File: config.mk
export PLATFORM = sky130hd
export DESIGN_NAME = stream_mux_rr_flat
export DESIGN_NICKNAME = d
export VERILOG_FILES = /design/src/rtl/stream_mux_rr_if.sv /design/src/rtl/stream_mux_rr.sv /design/src/flat_wrapper.sv
export SDC_FILE = /design/constraint.sdc
export NUM_CORES = 1
export LEC_CHECK = 0
export ABC_AREA = 1
export ABC_CLOCK_PERIOD_IN_PS = 5200
export BUFFER_PORTS_ARGS = -buffer_cell sky130_fd_sc_hd__buf_2
export CAP_MARGIN = 20
export CORE_ASPECT_RATIO = 1.4
export CORE_MARGIN = 2
export CORE_UTILIZATION = 50
export DETAILED_ROUTE_END_ITERATION = 16
export PLACE_DENSITY = 0.9
export SLEW_MARGIN = 25
export SYNTH_ARGS = -nofsm -noshare
export SYNTH_HDL_FRONTEND = slang
export SYNTH_SLANG_ARGS = --single-unit
File: constraint.sdc
create_clock -name clk -period 5.2 [get_ports clk]
set_input_delay 0.78 -clock clk [delete_from_list [all_inputs] [get_ports clk]]
set_output_delay 0.78 -clock clk [all_outputs]
set_load 0.005 [all_outputs]
File: src/rtl/stream_mux_rr_if.sv
`default_nettype none
// ============================================================================
// Module   : stream_mux_rr_if
// Brief    : N-channel valid/ready input bundle plus single output stream
// Revision : 1.0
// ============================================================================
interface stream_mux_rr_if #(
    parameter int BITS     = 8,
    parameter int CHANNELS = 4
);
    localparam int SEL_BITS = $clog2(CHANNELS);

    logic [CHANNELS-1:0]      in_valid;
    logic [CHANNELS-1:0]      in_ready;
    logic [CHANNELS*BITS-1:0] in_data;
    logic                     out_valid;
    logic                     out_ready;
    logic [BITS-1:0]          out_data;
    logic [SEL_BITS-1:0]      out_select;

    // slave: the multiplexer; master: producers and the consumer
    modport slave (
        input  in_valid, in_data, out_ready,
        output in_ready, out_valid, out_data, out_select
    );
    modport master (
        output in_valid, in_data, out_ready,
        input  in_ready, out_valid, out_data, out_select
    );
endinterface
`default_nettype wire

File: src/rtl/stream_mux_rr.sv
`default_nettype none
// ============================================================================
// Module   : stream_mux_rr
// Brief    : N:1 stream mux, round-robin or fixed-priority, one output register
// Revision : 1.0
// ============================================================================
module stream_mux_rr #(
    parameter int BITS           = 8,
    parameter int CHANNELS       = 4,
    parameter bit FIXED_PRIORITY = 1'b0
) (
    input  wire logic          clk,
    input  wire logic          reset_n,
    input  wire logic          clear,
    stream_mux_rr_if.slave     bus
);
    localparam int SEL_BITS = $clog2(CHANNELS);

    logic                r_valid;
    logic [BITS-1:0]     r_data;
    logic [SEL_BITS-1:0] r_sel;
    logic [SEL_BITS-1:0] r_rr_ptr;

    logic                w_can_load;
    logic                w_any;
    logic                w_xfer;
    logic [SEL_BITS-1:0] w_grant;
    logic [CHANNELS-1:0] w_ready;
    int                  w_idx;

    assign w_can_load = !r_valid || bus.out_ready;

    // Descending scan so the smallest offset from the pointer wins
    always_comb begin
        w_grant = '0;
        w_any   = 1'b0;
        w_idx   = 0;
        for (int k = CHANNELS - 1; k >= 0; k--) begin
            w_idx = int'(r_rr_ptr) + k;
            if (w_idx >= CHANNELS) w_idx = w_idx - CHANNELS;
            if (bus.in_valid[w_idx]) begin
                w_grant = SEL_BITS'(w_idx);
                w_any   = 1'b1;
            end
        end
    end

    // Nothing is accepted while reset is asserted, even with valid inputs
    assign w_xfer = reset_n && w_can_load && !clear && w_any;

    always_comb begin
        w_ready = '0;
        if (w_xfer) w_ready[w_grant] = 1'b1;
    end

    always_ff @(posedge clk or negedge reset_n) begin
        if (!reset_n) begin
            r_valid <= 1'b0;
            r_data  <= '0;
            r_sel   <= '0;
        end else if (clear) begin
            r_valid <= 1'b0;
        end else if (w_xfer) begin
            r_valid <= 1'b1;
            r_data  <= bus.in_data[int'(w_grant)*BITS +: BITS];
            r_sel   <= w_grant;
        end else if (bus.out_ready) begin
            r_valid <= 1'b0;
        end
    end

    generate
        if (FIXED_PRIORITY) begin : g_fixed
            assign r_rr_ptr = '0;
        end else begin : g_rr
            always_ff @(posedge clk or negedge reset_n) begin
                if (!reset_n) begin
                    r_rr_ptr <= '0;
                end else if (clear) begin
                    r_rr_ptr <= '0;
                end else if (w_xfer) begin
                    r_rr_ptr <= (w_grant == SEL_BITS'(CHANNELS - 1)) ? '0 : w_grant + 1'b1;
                end
            end
        end
    endgenerate

    assign bus.in_ready   = w_ready;
    assign bus.out_valid  = r_valid;
    assign bus.out_data   = r_data;
    assign bus.out_select = r_sel;
endmodule
`default_nettype wire

File: src/flat_wrapper.sv
// flat-port wrapper written by rule: the top's interface ports become plain ports
module stream_mux_rr_flat 
#(
    parameter int BITS           = 8,
    parameter int CHANNELS       = 4,
    parameter bit FIXED_PRIORITY = 1'b0
)
  (clk, reset_n, clear, bus_in_valid, bus_in_data, bus_out_ready, bus_in_ready, bus_out_valid, bus_out_data, bus_out_select);
  stream_mux_rr_if #(.BITS(BITS), .CHANNELS(CHANNELS)) bus_i ();
  input  wire logic clk;
  input  wire logic reset_n;
  input  wire logic clear;
  input wire logic [$bits(bus_i.in_valid)-1:0] bus_in_valid;
  input wire logic [$bits(bus_i.in_data)-1:0] bus_in_data;
  input wire logic [$bits(bus_i.out_ready)-1:0] bus_out_ready;
  output wire logic [$bits(bus_i.in_ready)-1:0] bus_in_ready;
  output wire logic [$bits(bus_i.out_valid)-1:0] bus_out_valid;
  output wire logic [$bits(bus_i.out_data)-1:0] bus_out_data;
  output wire logic [$bits(bus_i.out_select)-1:0] bus_out_select;
  assign bus_i.in_valid = bus_in_valid;
  assign bus_i.in_data = bus_in_data;
  assign bus_i.out_ready = bus_out_ready;
  assign bus_in_ready = bus_i.in_ready;
  assign bus_out_valid = bus_i.out_valid;
  assign bus_out_data = bus_i.out_data;
  assign bus_out_select = bus_i.out_select;
  stream_mux_rr #(.BITS(BITS), .CHANNELS(CHANNELS), .FIXED_PRIORITY(FIXED_PRIORITY)) u_core (.clk(clk), .reset_n(reset_n), .clear(clear), .bus(bus_i));
endmodule
---- Yosys cells after proc, flatten, opt, wreduce, memory -nomap -nowiden ----
Cells that the tools add are included.
word-level totals
  register bits ........................... 13
  latch bits .............................. 0
  RAM bits ................................ 0
  memory bits (read-only) ................. 0
  bits of input ports ..................... 40
  output and inout port bits .............. 15
  logic and storage cells ................. 68
  memories kept ........................... 0
operators by class
  add/subtract/negate cells ............... 8
  multiply operators ...................... 0
  divide/modulo/power cells ............... 0
  magnitude comparators ................... 10
  equal/unequal tests ..................... 1
  shift-type cells ........................ 1
  multiplexer cells ....................... 33
  bitwise gates (word level) .............. 1
  reduce and logical (&&, ||, !) cells .... 10
operators with widths
  operator                                                                               count
  32-bit by 4-bit less-than comparator with 1-bit output (second input constant)         4
  32-bit 2-to-1 mux                                                                      4
  32-bit by 4-bit greater-or-equal comparator with 1-bit output (second input constant)  3
  32-bit by 4-bit subtractor with 32-bit output (second input constant)                  3
  32-bit by 6-bit indexed part select with 8-bit output                                  1
  1-bit 2-to-1 mux                                                                       16
  2-bit 2-to-1 mux                                                                       7
  1-bit binary-select mux with 2-bit select                                              4
  2-bit by 2-bit adder with 3-bit output (second input constant)                         2
  1-bit logical AND                                                                      4
  4-bit 2-to-1 mux                                                                       1
  2-bit by 3-bit subtractor with 4-bit output (second input constant)                    1
  2-bit by 1-bit adder with 3-bit output (second input constant)                         1
  2-bit by 3-bit greater-or-equal comparator with 1-bit output (second input constant)   1
  2-bit by 3-bit less-than comparator with 1-bit output (second input constant)          1
  3-bit nonzero test                                                                     1
  2-bit by 1-bit adder with 2-bit output (second input constant)                         1
  1-bit demux with 2-bit select                                                          1
  2-bit == test (second input constant)                                                  1
  2-bit by 1-bit greater-or-equal comparator with 1-bit output (second input constant)   1
  1-bit logical NOT                                                                      2
  2-bit AND reduction                                                                    1
  2-bit nonzero test                                                                     1
  1-bit logical OR                                                                       1
  1-bit NOT                                                                              1

---- Depth between registers and ports, before layout ----
  depth after elaboration ................. 15
  mapped depth ............................ 15
  gate-level depth less buffers ........... 13

---- Least setup slack after synthesis ----
No wires, ideal clock.
  path kind ............................... input -> output
  from .................................... input bus_in_valid[3]
  to ...................................... output bus_in_ready[2]
  data arrival time ....................... 1800 ps
  path slack .............................. 2620 ps
  cell stages on the path ................. 13
  buffers on the path ..................... 1
  cells stage by stage .................... inv_1 nand2_1 nand3_2 nand2_1 inv_2 nand2_4 nand3_4 nand2_4 buf_6 inv_1 ha_1 inv_1 nor2_1
on the way
  word-level cells in the longest chain between the ends .. 12
RTL lines
  what                                                                                                                                                         RTL line             RTL
  from (decl)                                                                                                                                                  flat_wrapper.sv:13   input wire logic [$bits(bus_i.in_valid)-1:0] bus_in_valid;
  1-bit binary-select mux with 2-bit select                                                                                                                    stream_mux_rr.sv:41  if (bus.in_valid[w_idx]) begin
  1-bit 2-to-1 mux (implied by the code) (2 in a row)                                                                                                          stream_mux_rr.sv:41
  2-bit 2-to-1 mux (4 in a row)                                                                                                                                stream_mux_rr.sv:41
  2-bit by 3-bit less-than comparator with 1-bit output (implied by the code) or 2-bit by 1-bit greater-or-equal comparator with 1-bit output (tied branches)  stream_mux_rr.sv:53  if (w_xfer) w_ready[w_grant] = 1'b1;
  1-bit logical AND (implied by the code)                                                                                                                      stream_mux_rr.sv:53
  1-bit 2-to-1 mux (implied by the code)                                                                                                                       stream_mux_rr.sv:53
  1-bit demux with 2-bit select                                                                                                                                n/a
  4-bit 2-to-1 mux *                                                                                                                                           stream_mux_rr.sv:53
  to (decl)                                                                                                                                                    flat_wrapper.sv:16   output wire logic [$bits(bus_i.in_ready)-1:0] bus_in_ready;
Every way passes the cells marked *; elsewhere a longest branch is shown, timed or not. The select of a mux whose other input is x is not followed.

---- Worst setup path in the final report ----
  from .................................... register u_core.r_rr_ptr[0]
  to ...................................... output bus_in_ready[1]
on the way
  word-level cells in the longest chain between the ends .. 15
RTL lines
  what                                                                                                                                                         RTL line             RTL
  from (decl)                                                                                                                                                  stream_mux_rr.sv:22  logic [SEL_BITS-1:0] r_rr_ptr;
  from (signal assigned)                                                                                                                                       stream_mux_rr.sv:82  r_rr_ptr <= (w_grant == SEL_BITS'(CHANNELS - 1)) ? '0 : w_grant + 1'b1;
  2-bit by 2-bit adder with 3-bit output                                                                                                                       stream_mux_rr.sv:39  w_idx = int'(r_rr_ptr) + k;
  32-bit by 4-bit subtractor with 32-bit output or 32-bit by 4-bit greater-or-equal comparator with 1-bit output (tied branches)                               stream_mux_rr.sv:40  if (w_idx >= CHANNELS) w_idx = w_idx - CHANNELS;
  32-bit 2-to-1 mux                                                                                                                                            stream_mux_rr.sv:40
  1-bit binary-select mux with 2-bit select                                                                                                                    stream_mux_rr.sv:41
  1-bit 2-to-1 mux (implied by the code) (2 in a row)                                                                                                          stream_mux_rr.sv:41
  2-bit 2-to-1 mux (4 in a row)                                                                                                                                stream_mux_rr.sv:41
  2-bit by 3-bit less-than comparator with 1-bit output (implied by the code) or 2-bit by 1-bit greater-or-equal comparator with 1-bit output (tied branches)  stream_mux_rr.sv:53
  1-bit logical AND (implied by the code)                                                                                                                      stream_mux_rr.sv:53
  1-bit 2-to-1 mux (implied by the code)                                                                                                                       stream_mux_rr.sv:53
  1-bit demux with 2-bit select                                                                                                                                n/a
  4-bit 2-to-1 mux *                                                                                                                                           stream_mux_rr.sv:53
Marks and branches as above.

==> out/qor.csv <==
metric,value,unit
DR DRC count,0,
die width,45.6,µm
Slew headroom,0.701,
Fin Setup TNS,0,ns
Crit path arrival time,2.46,ns
"Max FO, Critical Path",12,
Rows,21,
post-synth cell types,25,
vias in the first global route,1217,
final WL,2800,µm
DR vias/cell,5.30,
status,finished clean,
leak pwr,0.881,nW
post-synthesis cell area,1210,µm²
H-tree depth,1,
final hold violations,0,
TritonRoute pass-1 iters,4,
Clock Tree Buf Depth,2,
largest net degree at the start of global routing,22,
hold buffer count at CTS,0,
Worst-Margin Slew,0.448,ns
initial DRC count,49,
IO Port Bufs,54,
Antenna diodes,0,
Layout fillers,231,
Final nets,276,
maximum VDD drop,0.320,mV
hold crit path type,in2async,
Root Buffer,clkbuf_4,
initial core utilization,0.518,
startpoint types,flip-flop,
Cells after Synth,181,
CP Capture Type,primary output,
clock sinks,13,
Max Cap Viol,0,
initial antenna violation count,0,
IO Count,55,
Die Area,2840,µm²
CTS tree,built,
share of post-route cells with drive strength above 1,0.371,
CTS buffer count,3,
worst skew pair latency,0.27,ns
unrepaired setup endpoints after global routing,false,
post-DP HPWL,2220,µm
die height,62.2,µm
Area Growth Syn to Fin,21.7,%
Core ar.,2340,µm²
f_max,309,MHz
"Req. time, crit path",4.42,ns
final RePlAce weighted congestion,0.824,
total number of vias,1351,
drt wl/cell,11.0,µm
Setup CP Type,reg2out,
power density over cell area,567,nW/µm²
CTS resizes,0,
register area share after synthesis,0.269,
"Setup Fix Bufs, Post-CTS",0,
fin crit share,0.622,
Yosys reg bits,13,
total power,0.836,mW
clock-pin slew on the worst setup and hold paths,0.07,ns
Setup-failing EPs final,0,
minimum clock period,3.24,ns
"Slew Viols, Final",0,
Syn. warnings,0,
first-pass GRT wire length,4710,µm
skew final,0.00121,ns
total track usage,0.214,
syn_area_per_cell,6.69,µm²
total gr overflow,0,
post-synthesis net count,224,
Final ANT Viol Nets,0,
-- where the power goes --
group / switching [mW] / internal [mW] / total [mW]
Clock: 0.0301 / 0.0297 / 0.0598
Combinational: 0.380 / 0.212 / 0.593
Sequential: 0.0385 / 0.144 / 0.183
Total: 0.449 / 0.387 / 0.836
-- metal layers --
metal / wire [µm] / global-route usage / part of all wire / up-vias
met5: 0 / 0 / 0 / -
met2: 1520 / 0.391 / 0.54 / 53
met4: 33 / 0.0662 / 0.012 / 0
li1: - / - / - / 671
met1: 1090 / 0.245 / 0.39 / 621
met3: 150 / 0.0203 / 0.054 / 6
-- state kept, by name, indices dropped and copies added (netlist names) --
name	cells
u_core.bus.out_data	8
u_core.bus.out_valid	1
u_core.r_rr_ptr	2
u_core.bus.out_select	2
-- per-stage QoR --
step / cells / instance area (µm²) / hold slack, ns / utilization / setup WS, ns
after detailed placement: 251 / 1450 / 0.459 / 0.619 / 2.05
final: 255 / 1470 / 0.388 / 0.630 / 1.96
after floorplan: 181 / 1210 / 0.472 / - / 2.62
after global placement: 251 / 1450 / 0.462 / 0.619 / 2.15
after CTS: 255 / 1470 / 0.389 / 0.630 / 1.94
after global routing: 255 / 1470 / 0.398 / 0.630 / 1.76
-- cell families after synthesis --
logic type	Yosys count	share of synthesized area
and+or+nand+nor	127	0.541
buffers and inverters	33	0.134
DFF	13	0.269
AOI/OAI and AO/OA	5	0.0248
adders and majority gates	3	0.0310
-- cell type report --
class,instances,area (µm²),share of cell area
Multi-Input combinational cell,135,723,0.491
Sequential cell,13,325,0.221
Timing Repair Buffer,54,270,0.183
Inverter,26,100,0.0679
Tap cell,23,28.8,0.0195
Clock buffer,4,26.3,0.0178
-- path summary, 6_finish.rpt --
| check | startpoint | endpoint | slack [ns] | cells after the start |
|---|---|---|---|---|
| worst max-delay path | u_core.r_rr_ptr[0] | bus_in_ready[1] | 1.96 | 12 |
| worst min-delay path | reset_n | u_core.bus.out_data[2] | 0.39 | 1 |
| worst max register to register | u_core.r_rr_ptr[0] | u_core.r_rr_ptr[1] | 2.95 | 9 |
| max in group asynchronous | reset_n | u_core.bus.out_data[3] | 4.58 | 1 |
| worst min register to register | u_core.bus.out_data[5] | u_core.bus.out_data[5] | 0.48 | 2 |
| min in group clk | u_core.bus.out_data[5] | u_core.bus.out_data[5] | 0.48 | 2 |
-- placed cells by master, fill, tap and decap left out, drive strengths merged, types with 3 or more instances in the layout --
cell type	count
nand3b	3
ha	3
nor2	9
nand2	69
inv	25
nand3	44
dfrtp	13
o21ai	4
clkbuf	4
buf	54
-- critical path, stage by stage, from the launching register on --
cell and delay [ns]:
dfrtp_1 0.62, inv_4 0.09, nand2_1 0.13, nand3_1 0.11, nand3_1 0.08, nand3_1 0.07, nand2_1 0.07, nand2_1 0.26
inv_2 0.28, ha_1 0.19, inv_1 0.04, nor2_1 0.10, buf_2 0.14
-- cells in the mapped netlist --
cell | count | area (µm²)
o21ai_0 | 3 | 15.0
nand3_4 | 2 | 35.0
nand2_4 | 2 | 22.5
ha_1 | 3 | 37.5
nand3b_1 | 3 | 22.5
nand2_2 | 11 | 68.8
buf_4 | 1 | 7.51
nand3_2 | 6 | 60.1
nand2_1 | 56 | 210
inv_4 | 1 | 6.26
buf_2 | 2 | 10.0
o21ai_2 | 1 | 8.76
inv_1 | 21 | 78.8
dfrtp_1 | 13 | 325
nor2_1 | 7 | 26.3
buf_6 | 2 | 22.5
nand3_1 | 36 | 180
nor3_1 | 1 | 5.00
nor2_2 | 2 | 12.5
inv_2 | 3 | 11.3
nand4_2 | 1 | 12.5
o22ai_1 | 1 | 6.26
clkbuf_4 | 1 | 7.51
buf_8 | 1 | 15.0
clkinv_1 | 1 | 3.75
No activity file was read; power rests on OpenSTA's default activity.
